$ cat config.mk
export PLATFORM = sky130hd
export DESIGN_NAME = alu_regfile_pipe
export DESIGN_NICKNAME = d
export VERILOG_FILES = /design/src/rtl/alu_regfile_pkg.sv /design/src/rtl/alu_shift_core.sv /design/src/rtl/alu_regfile_pipe.sv
export SDC_FILE = /design/constraint.sdc
export NUM_CORES = 2
export LEC_CHECK = 0
export ABC_AREA = 1
export CORE_ASPECT_RATIO = 2
export CORE_UTILIZATION = 40
export CTS_CLUSTER_DIAMETER = 30
export DETAILED_ROUTE_END_ITERATION = 10
export GPL_ROUTABILITY_DRIVEN = 0
export HOLD_SLACK_MARGIN = 0.1
export MAX_ROUTING_LAYER = met4
export PLACE_DENSITY = 0.51
export SLEW_MARGIN = 20
export SYNTH_ARGS = -nofsm -noshare
export SYNTH_HDL_FRONTEND = slang
export SYNTH_SLANG_ARGS = --single-unit
$ cat constraint.sdc
create_clock -name CLK -period 4.4 [get_ports CLK]
set_input_delay 0.88 -clock CLK [delete_from_list [all_inputs] [get_ports CLK]]
set_output_delay 0.88 -clock CLK [all_outputs]
set_load 0.01 [all_outputs]
$ cat src/rtl/alu_regfile_pkg.sv
`default_nettype none
// ============================================================================
// Module  : alu_regfile_pkg
// Purpose : Shared definitions for the ALU / register-file pipeline:
//           ALU operation codes, post-ALU shift codes and the stage-1
//           control latch type.
// Ports   : none (package)
// Options : none
// Revision: 1.0 - initial release
// ============================================================================
package alu_regfile_pkg;

   // ALU operation codes (ALUC_IN); codes 12..15 behave as PASS_A
   localparam logic [3:0] OP_PASS_A = 4'd0;
   localparam logic [3:0] OP_PASS_B = 4'd1;
   localparam logic [3:0] OP_ADD    = 4'd2;
   localparam logic [3:0] OP_ADC    = 4'd3;
   localparam logic [3:0] OP_SUB    = 4'd4;
   localparam logic [3:0] OP_SBB    = 4'd5;
   localparam logic [3:0] OP_AND    = 4'd6;
   localparam logic [3:0] OP_OR     = 4'd7;
   localparam logic [3:0] OP_XOR    = 4'd8;
   localparam logic [3:0] OP_NOT_A  = 4'd9;
   localparam logic [3:0] OP_INC_A  = 4'd10;
   localparam logic [3:0] OP_DEC_A  = 4'd11;

   // Post-ALU shift codes (SHIFTER_SEL)
   localparam logic [1:0] SH_NONE = 2'b00;
   localparam logic [1:0] SH_SHL  = 2'b01;
   localparam logic [1:0] SH_SHR  = 2'b10;
   localparam logic [1:0] SH_ROR  = 2'b11;

   // Width-independent part of the stage-1 latch. The operand and
   // destination fields depend on module parameters, so they are kept
   // as companion flops next to this struct in the pipeline top.
   typedef struct packed {
      logic       valid;
      logic [3:0] op;
      logic [1:0] shift;
      logic       we;
   } s1_ctrl_t;

endpackage : alu_regfile_pkg
`default_nettype wire

$ cat src/rtl/alu_shift_core.sv
`default_nettype none
// ============================================================================
// Module  : alu_shift_core
// Purpose : Combinational ALU followed by a one-bit shifter.
// Ports   : i_a, i_b  - operands (DATA_W)
//           i_cy      - carry flag from the previous executed op
//           i_op      - ALU operation code
//           i_shift   - post-ALU shift code
//           o_res     - final result (DATA_W)
//           o_cy      - new carry flag
// Options : none
// Revision: 1.0 - initial release
// ============================================================================
module alu_shift_core
   import alu_regfile_pkg::*;
#(
   parameter int DATA_W = 16
) (
   input  logic [DATA_W-1:0] i_a,
   input  logic [DATA_W-1:0] i_b,
   input  logic              i_cy,
   input  logic [3:0]        i_op,
   input  logic [1:0]        i_shift,
   output logic [DATA_W-1:0] o_res,
   output logic              o_cy
);

   // Arithmetic is carried out one bit wider; the top bit is carry/borrow.
   logic [DATA_W:0]   w_a_x;
   logic [DATA_W:0]   w_b_x;
   logic [DATA_W:0]   w_cy_x;
   logic [DATA_W:0]   w_one_x;
   logic [DATA_W:0]   w_ext;
   logic              w_arith;
   logic [DATA_W-1:0] w_logic;
   logic [DATA_W-1:0] w_alu;
   logic              w_alu_cy;

   assign w_a_x   = {1'b0, i_a};
   assign w_b_x   = {1'b0, i_b};
   assign w_cy_x  = {{DATA_W{1'b0}}, i_cy};
   assign w_one_x = {{DATA_W{1'b0}}, 1'b1};

   always_comb begin
      w_ext   = w_a_x;
      w_arith = 1'b0;
      w_logic = i_a;
      case (i_op)
         OP_PASS_B: w_logic = i_b;
         OP_ADD:    begin w_ext = w_a_x + w_b_x;          w_arith = 1'b1; end
         OP_ADC:    begin w_ext = w_a_x + w_b_x + w_cy_x; w_arith = 1'b1; end
         OP_SUB:    begin w_ext = w_a_x - w_b_x;          w_arith = 1'b1; end
         OP_SBB:    begin w_ext = w_a_x - w_b_x - w_cy_x; w_arith = 1'b1; end
         OP_AND:    w_logic = i_a & i_b;
         OP_OR:     w_logic = i_a | i_b;
         OP_XOR:    w_logic = i_a ^ i_b;
         OP_NOT_A:  w_logic = ~i_a;
         OP_INC_A:  begin w_ext = w_a_x + w_one_x;        w_arith = 1'b1; end
         OP_DEC_A:  begin w_ext = w_a_x - w_one_x;        w_arith = 1'b1; end
         default:   w_logic = i_a;
      endcase
      // Logical and pass ops leave the carry untouched.
      w_alu    = w_arith ? w_ext[DATA_W-1:0] : w_logic;
      w_alu_cy = w_arith ? w_ext[DATA_W]     : i_cy;
   end

   // A shift always replaces the ALU carry with the bit shifted out.
   always_comb begin
      o_res = w_alu;
      o_cy  = w_alu_cy;
      case (i_shift)
         SH_SHL: begin
            o_res = {w_alu[DATA_W-2:0], 1'b0};
            o_cy  = w_alu[DATA_W-1];
         end
         SH_SHR: begin
            o_res = {1'b0, w_alu[DATA_W-1:1]};
            o_cy  = w_alu[0];
         end
         SH_ROR: begin
            o_res = {w_alu[0], w_alu[DATA_W-1:1]};
            o_cy  = w_alu[0];
         end
         default: begin
            o_res = w_alu;
            o_cy  = w_alu_cy;
         end
      endcase
   end

endmodule : alu_shift_core
`default_nettype wire

$ cat src/rtl/alu_regfile_pipe.sv
`default_nettype none
// ============================================================================
// Module  : alu_regfile_pipe
// Purpose : Two-stage register-file / ALU pipeline.
//           Stage 1: register read and operand select.
//           Stage 2: ALU + shifter, flag update, write-back.
// Ports   : CLK, RST          - clock, synchronous active-high reset
//           IN_VALID/IN_READY - micro-op handshake
//           SEL_A_RB/SEL_B_RB - source registers, C_SEL_RB - destination
//           WE_IN             - write result back to C_SEL_RB
//           Y_X_KMX_SEL       - 1 selects Y_KMX_IN as operand B
//           ALUC_IN/SHIFTER_SEL - ALU op and post-ALU shift
//           W_OUT/OUT_VALID   - result and its one-cycle valid pulse
//           CY_OUT/Z_OUT      - carry and zero flag registers
// Options : ALU_FWD_EN - when defined, the stage-2 result is bypassed into
//           the stage-1 operand mux instead of stalling for one cycle.
// Revision: 1.0 - initial release
// ============================================================================
module alu_regfile_pipe
   import alu_regfile_pkg::*;
#(
   parameter  int DATA_W = 16,
   parameter  int NREGS  = 64,
   localparam int ADDR_W = $clog2(NREGS)
) (
   input  logic              CLK,
   input  logic              RST,
   input  logic              IN_VALID,
   output logic              IN_READY,
   input  logic [ADDR_W-1:0] SEL_A_RB,
   input  logic [ADDR_W-1:0] SEL_B_RB,
   input  logic [ADDR_W-1:0] C_SEL_RB,
   input  logic              WE_IN,
   input  logic              Y_X_KMX_SEL,
   input  logic [DATA_W-1:0] Y_KMX_IN,
   input  logic [3:0]        ALUC_IN,
   input  logic [1:0]        SHIFTER_SEL,
   output logic [DATA_W-1:0] W_OUT,
   output logic              OUT_VALID,
   output logic              CY_OUT,
   output logic              Z_OUT
);

   // Register file
   logic [DATA_W-1:0] regs_q [NREGS];
   logic [DATA_W-1:0] regs_d [NREGS];

   // Stage-1 latch
   s1_ctrl_t          s1_ctrl_q, s1_ctrl_d;
   logic [DATA_W-1:0] s1_a_q, s1_a_d;
   logic [DATA_W-1:0] s1_b_q, s1_b_d;
   logic [ADDR_W-1:0] s1_dest_q, s1_dest_d;

   // Stage-2 output registers
   logic [DATA_W-1:0] w_out_q, w_out_d;
   logic              ov_q, ov_d;
   logic              cy_q, cy_d;
   logic              z_q, z_d;

   logic [DATA_W-1:0] w_rd_a, w_rd_b;
   logic [DATA_W-1:0] w_op_a, w_op_b;
   logic [DATA_W-1:0] w_ex_res;
   logic              w_ex_cy;
   logic              w_s2_wr;
   logic              w_haz_a, w_haz_b;
   logic              w_accept;

   // ---------------- Stage 1: read / operand select ----------------
   assign w_rd_a = (SEL_A_RB == '0) ? '0 : regs_q[SEL_A_RB];
   assign w_rd_b = (SEL_B_RB == '0) ? '0 : regs_q[SEL_B_RB];

   // Excluding destination 0 covers the "R != 0" qualifier: r0 reads as 0
   // regardless of what the executing op does.
   assign w_s2_wr = s1_ctrl_q.valid && s1_ctrl_q.we && (s1_dest_q != '0);
   assign w_haz_a = w_s2_wr && (s1_dest_q == SEL_A_RB);
   assign w_haz_b = w_s2_wr && !Y_X_KMX_SEL && (s1_dest_q == SEL_B_RB);

   always_comb begin
`ifdef ALU_FWD_EN
      w_op_a   = w_haz_a ? w_ex_res : w_rd_a;
      w_op_b   = Y_X_KMX_SEL ? Y_KMX_IN : (w_haz_b ? w_ex_res : w_rd_b);
      IN_READY = !RST;
`else
      // Holding the op one cycle lets the write-back land before the read.
      w_op_a   = w_rd_a;
      w_op_b   = Y_X_KMX_SEL ? Y_KMX_IN : w_rd_b;
      IN_READY = !RST && !(IN_VALID && (w_haz_a || w_haz_b));
`endif
   end

   assign w_accept = IN_VALID && IN_READY;

   always_comb begin
      s1_ctrl_d.valid = w_accept;
      s1_ctrl_d.op    = ALUC_IN;
      s1_ctrl_d.shift = SHIFTER_SEL;
      s1_ctrl_d.we    = WE_IN;
      s1_a_d          = w_op_a;
      s1_b_d          = w_op_b;
      s1_dest_d       = C_SEL_RB;
   end

   // ---------------- Stage 2: execute / write-back ----------------
   // The carry is read here rather than in stage 1, so ADC/SBB always see
   // the flag left by the immediately preceding op.
   alu_shift_core #(
      .DATA_W (DATA_W)
   ) u_core (
      .i_a     (s1_a_q),
      .i_b     (s1_b_q),
      .i_cy    (cy_q),
      .i_op    (s1_ctrl_q.op),
      .i_shift (s1_ctrl_q.shift),
      .o_res   (w_ex_res),
      .o_cy    (w_ex_cy)
   );

   always_comb begin
      regs_d = regs_q;
      if (w_s2_wr) begin
         regs_d[s1_dest_q] = w_ex_res;
      end
      ov_d    = s1_ctrl_q.valid;
      w_out_d = s1_ctrl_q.valid ? w_ex_res : w_out_q;
      cy_d    = s1_ctrl_q.valid ? w_ex_cy  : cy_q;
      z_d     = s1_ctrl_q.valid ? (w_ex_res == '0) : z_q;
   end

   always_ff @(posedge CLK) begin
      if (RST) begin
         for (int i = 0; i < NREGS; i++) begin
            regs_q[i] <= '0;
         end
         s1_ctrl_q <= '0;
         s1_a_q    <= '0;
         s1_b_q    <= '0;
         s1_dest_q <= '0;
         w_out_q   <= '0;
         ov_q      <= 1'b0;
         cy_q      <= 1'b0;
         z_q       <= 1'b0;
      end else begin
         regs_q    <= regs_d;
         s1_ctrl_q <= s1_ctrl_d;
         s1_a_q    <= s1_a_d;
         s1_b_q    <= s1_b_d;
         s1_dest_q <= s1_dest_d;
         w_out_q   <= w_out_d;
         ov_q      <= ov_d;
         cy_q      <= cy_d;
         z_q       <= z_d;
      end
   end

   assign W_OUT     = w_out_q;
   assign OUT_VALID = ov_q;
   assign CY_OUT    = cy_q;
   assign Z_OUT     = z_q;

endmodule : alu_regfile_pipe
`default_nettype wire

==> out/metrics.cfg <==
[timing]
slew_headroom_pct = 16.60
finalCritPeriodShare_pct = 98.65
final-setup-viol-count = 0
slew_violations = 0
hold_viol_final = 0
fin_crit_ns = 4.341
skew_ns = 0.06914
max_freq_ghz = 0.2304
rsz0062_at_grt = no
worst_pin_slew_ns = 1.250
fin_setup_tns_ns = 0

[clock_tree]
clock_latency_ns = 0.84
cts_root_buf = clkbuf_16
clk_path_buf_depth = 4
clk_pin_slew_ns = 0.05
cts_tree = done
htree_levels = 4
cts_buffers = 189
clock_sinks = 1089

[floorplan]
die_h_um = 565.7
core_area_um2 = 157500
initial_core_util_pct = 40.36
row_count = 206
dieArea_um2 = 160600
die_w_um = 283.9
io_pins = 65

[yosys]
synthArstFlopShare_pct = 0
synth.distinct_cells = 49
yosys_warnings = 0
synthTopCellsByArea = dfxtp_1, o21ai_0, a21oi_1
synth_area_um2 = 63560
synth_seq_area_share_pct = 34.30
syn_avg_cell_area_um2 = 6.456
synth-edff-count = 0
synthCells = 9846
synth.net_count = 9965
synth-main-ff-cell = dfxtp_1
ys_ff_latch = 1089
synth_top_area_cell = dfxtp_1
synth_top_area_share_pct = 34.30

[critical_path]
path_delay_family = simple AND/OR/NAND/NOR gates
critPathKind = flip-flop to flip-flop
slowest_stage = dfxtp_1
arrival_ns = 5.03
r2r_start = s1_a_q[9]
critical_path.most_common_cell = nand2_1
crit_buf_inv = 3
cp.required_ns = 5.09
reg2reg_setup_slack_ns = 0.06
cp-start-kind = flip-flop
crit_path_start = s1_a_q[9]
endpoint_kind = flip-flop
crit_fanout = 9
crit_chain = inv_1, ha_2, inv_2, nand2_1, nand2_1, a21oi_1, nand4_1, nand2_1, nand2_1, nor2_1, nand2_1, nor2_1, nand3_2, o21ai_0, nand3b_1, nand2_1, nand4_1, nand2_1, inv_1
max_stage_delay_ns = 0.65

[placed_design]
dp.cells = 11540
dpl_cell_area_um2 = 67600
portBuffers = 64
place_hpwl_um = 213300

[global_route]
grt_first_pass_wirelength_um = 448100
gr-total-overflow = 0
antenna_found_initial = 24
grt_pass1_vias = 64900
grt_usage_pct = 38.97
grt_max_degree = 190

[drt]
firstDrtPassIters = 11
drt_wl_total_um = 311800
drtIter0Drc = 7240
drc = 5
antenna_left = 0
routed_via_density = 5.912
drt-wirelength-per-cell_um = 26.19
num_vias = 70380

[cells_and_area]
final_core_util_pct = 47.16
fill_cells = 16250
fin_nets = 9775
post-route-cell-area_um2 = 74260
finalNonFillerCells = 11910
syn_to_final_growth_pct = 16.84
drive_above_1_share_pct = 8.958

[job]
drv_cap = 0

[pwr]
p_total_w = 0.03018
leakagePower_nw = 33.23
power.density_nw_per_um2 = 406.4
ir_drop_mv = 0.2583

[worst_hold_path]
worstHoldPathType = flip-flop to flip-flop
hold_start = regs_q[1019]

[outcome]
outcome = complete, but fails checks
violations = design-rule violations

==> cell usage in the layout (no fill, tap or decap), types with 19 or more instances in the layout <==
master and count:
buf_12 90, clkdlybuf4s50_1 54, clkinv_2 29, inv_1 1541
nor2_2 30, clkbuf_8 24, o211ai_2 19, inv_2 55
a31oi_1 31, nor2_1 572, nand2_1 959, o21ai_1 100
o21bai_1 55, clkbuf_16 191, diode_2 24, nand4_1 35
buf_4 281, a21oi_1 1466, nand3_1 637, ha_1 68
bufinv_16 24, inv_6 26, nand2_2 22, dfxtp_1 1086
a32o_1 21, o22ai_1 22, o21ai_0 1663, o211ai_1 512
==> layer usage <==
layer	GRT usage [%]	wire, µm	up-vias
li1	-	-	32600
met1	37.49	104100	32730
met2	64.48	149200	3560
met3	8.532	22740	1488
met4	37.67	35800	0
met5	-	0	-
==> where the power goes <==
part / switching (W) / internal, W / leakage (nW)
clock network: 0.00560 / 0.00979 / 3.18
registers: 0.0000745 / 0.00992 / 8.78
logic: 0.00353 / 0.00126 / 21.3
total: 0.00921 / 0.0210 / 33.2
==> worst reg2reg max path, cell delays in order, from the launching register on <==
cell and delay (ns):
dfxtp_1 0.65, inv_1 0.15, ha_2 0.54, inv_2 0.06, nand2_1 0.06, nand2_1 0.13
a21oi_1 0.43, nand4_1 0.16, nand2_1 0.26, nand2_1 0.09, nor2_1 0.13, nand2_1 0.09
nor2_1 0.14, nand3_2 0.35, o21ai_0 0.32, nand3b_1 0.28, nand2_1 0.15, nand4_1 0.11
nand2_1 0.09, inv_1 0.04
==> timing repair <==
item | 4_1_cts | 5_1_grt
resized for setup | 0 | 12
setup endpoints to repair | 0 | 495
setup buffers | 0 | 2
hold buffers | 0 | 0
==> sequential cells by signal, indices dropped and copies added (netlist names) <==
signal and count:
regs_q 1024, W_OUT 16, s1_a_q 16, s1_b_q 16
s1_ctrl_q 7, s1_dest_q 6, CY_OUT 1, OUT_VALID 1
Z_OUT 1, ov_d 1
==> path summary, 6_finish.rpt <==
path / to / cells after the start
setup / recovery: CY_OUT / 19
hold / removal: regs_q[1019] / 2
setup reg to reg: CY_OUT / 19
hold reg to reg: regs_q[1019] / 2
==> metrics by stage <==
step / hold slack, ns / worst slack, ns
final: 0.4325 / 0.05925
after floorplan: 0.4098 / 0.5897
after detailed placement: 0.4257 / 0.2588
after global routing: 0.4479 / 0.02527
after CTS: 0.4308 / 0.2393
after global placement: 0.4173 / 0.3068
==> cell families after synthesis <==
group                    synth area share, %
AO/OA/AOI/OAI                          33.97
flip-flops                             34.30
adder cells (fa/ha/maj)                1.492
AND/OR/NAND/NOR                        15.53
buffers and inverters                  14.61
XOR/XNOR                             0.09646
==> synthesized netlist by cell type (6+ instances only) <==
cell,number
o221ai_1,14
nand2_2,17
nand3_2,12
dfxtp_1,1089
a211oi_1,8
o22ai_1,22
ha_1,71
buf_6,11
a221oi_1,8
nand2_1,965
clkbuf_1,637
nor3_1,17
buf_1,93
a21oi_1,1466
nand4_1,35
nor2_2,15
a32o_1,21
inv_2,56
buf_2,67
buf_4,7
o21bai_1,55
clkinv_1,8
a31oi_1,32
nand3_1,641
o211ai_2,19
o21ai_0,1664
nand3b_1,6
o211ai_1,512
o21ai_1,99
inv_1,1544
nor2_1,595
==> final cells by class <==
type	instances	area [µm²]	area share (%)
Antenna cell	24	60.06	0.08087
Clock buffer	230	5166	6.957
Clock inverter	106	1336	1.799
Inverter	1608	6063	8.165
Multi-Input combinational cell	6334	32670	43.99
Sequential cell	1089	21800	29.36
Tap cell	2080	2603	3.504
Timing Repair Buffer	434	4562	6.143
Note: power is estimated with default switching activity, not from simulation.
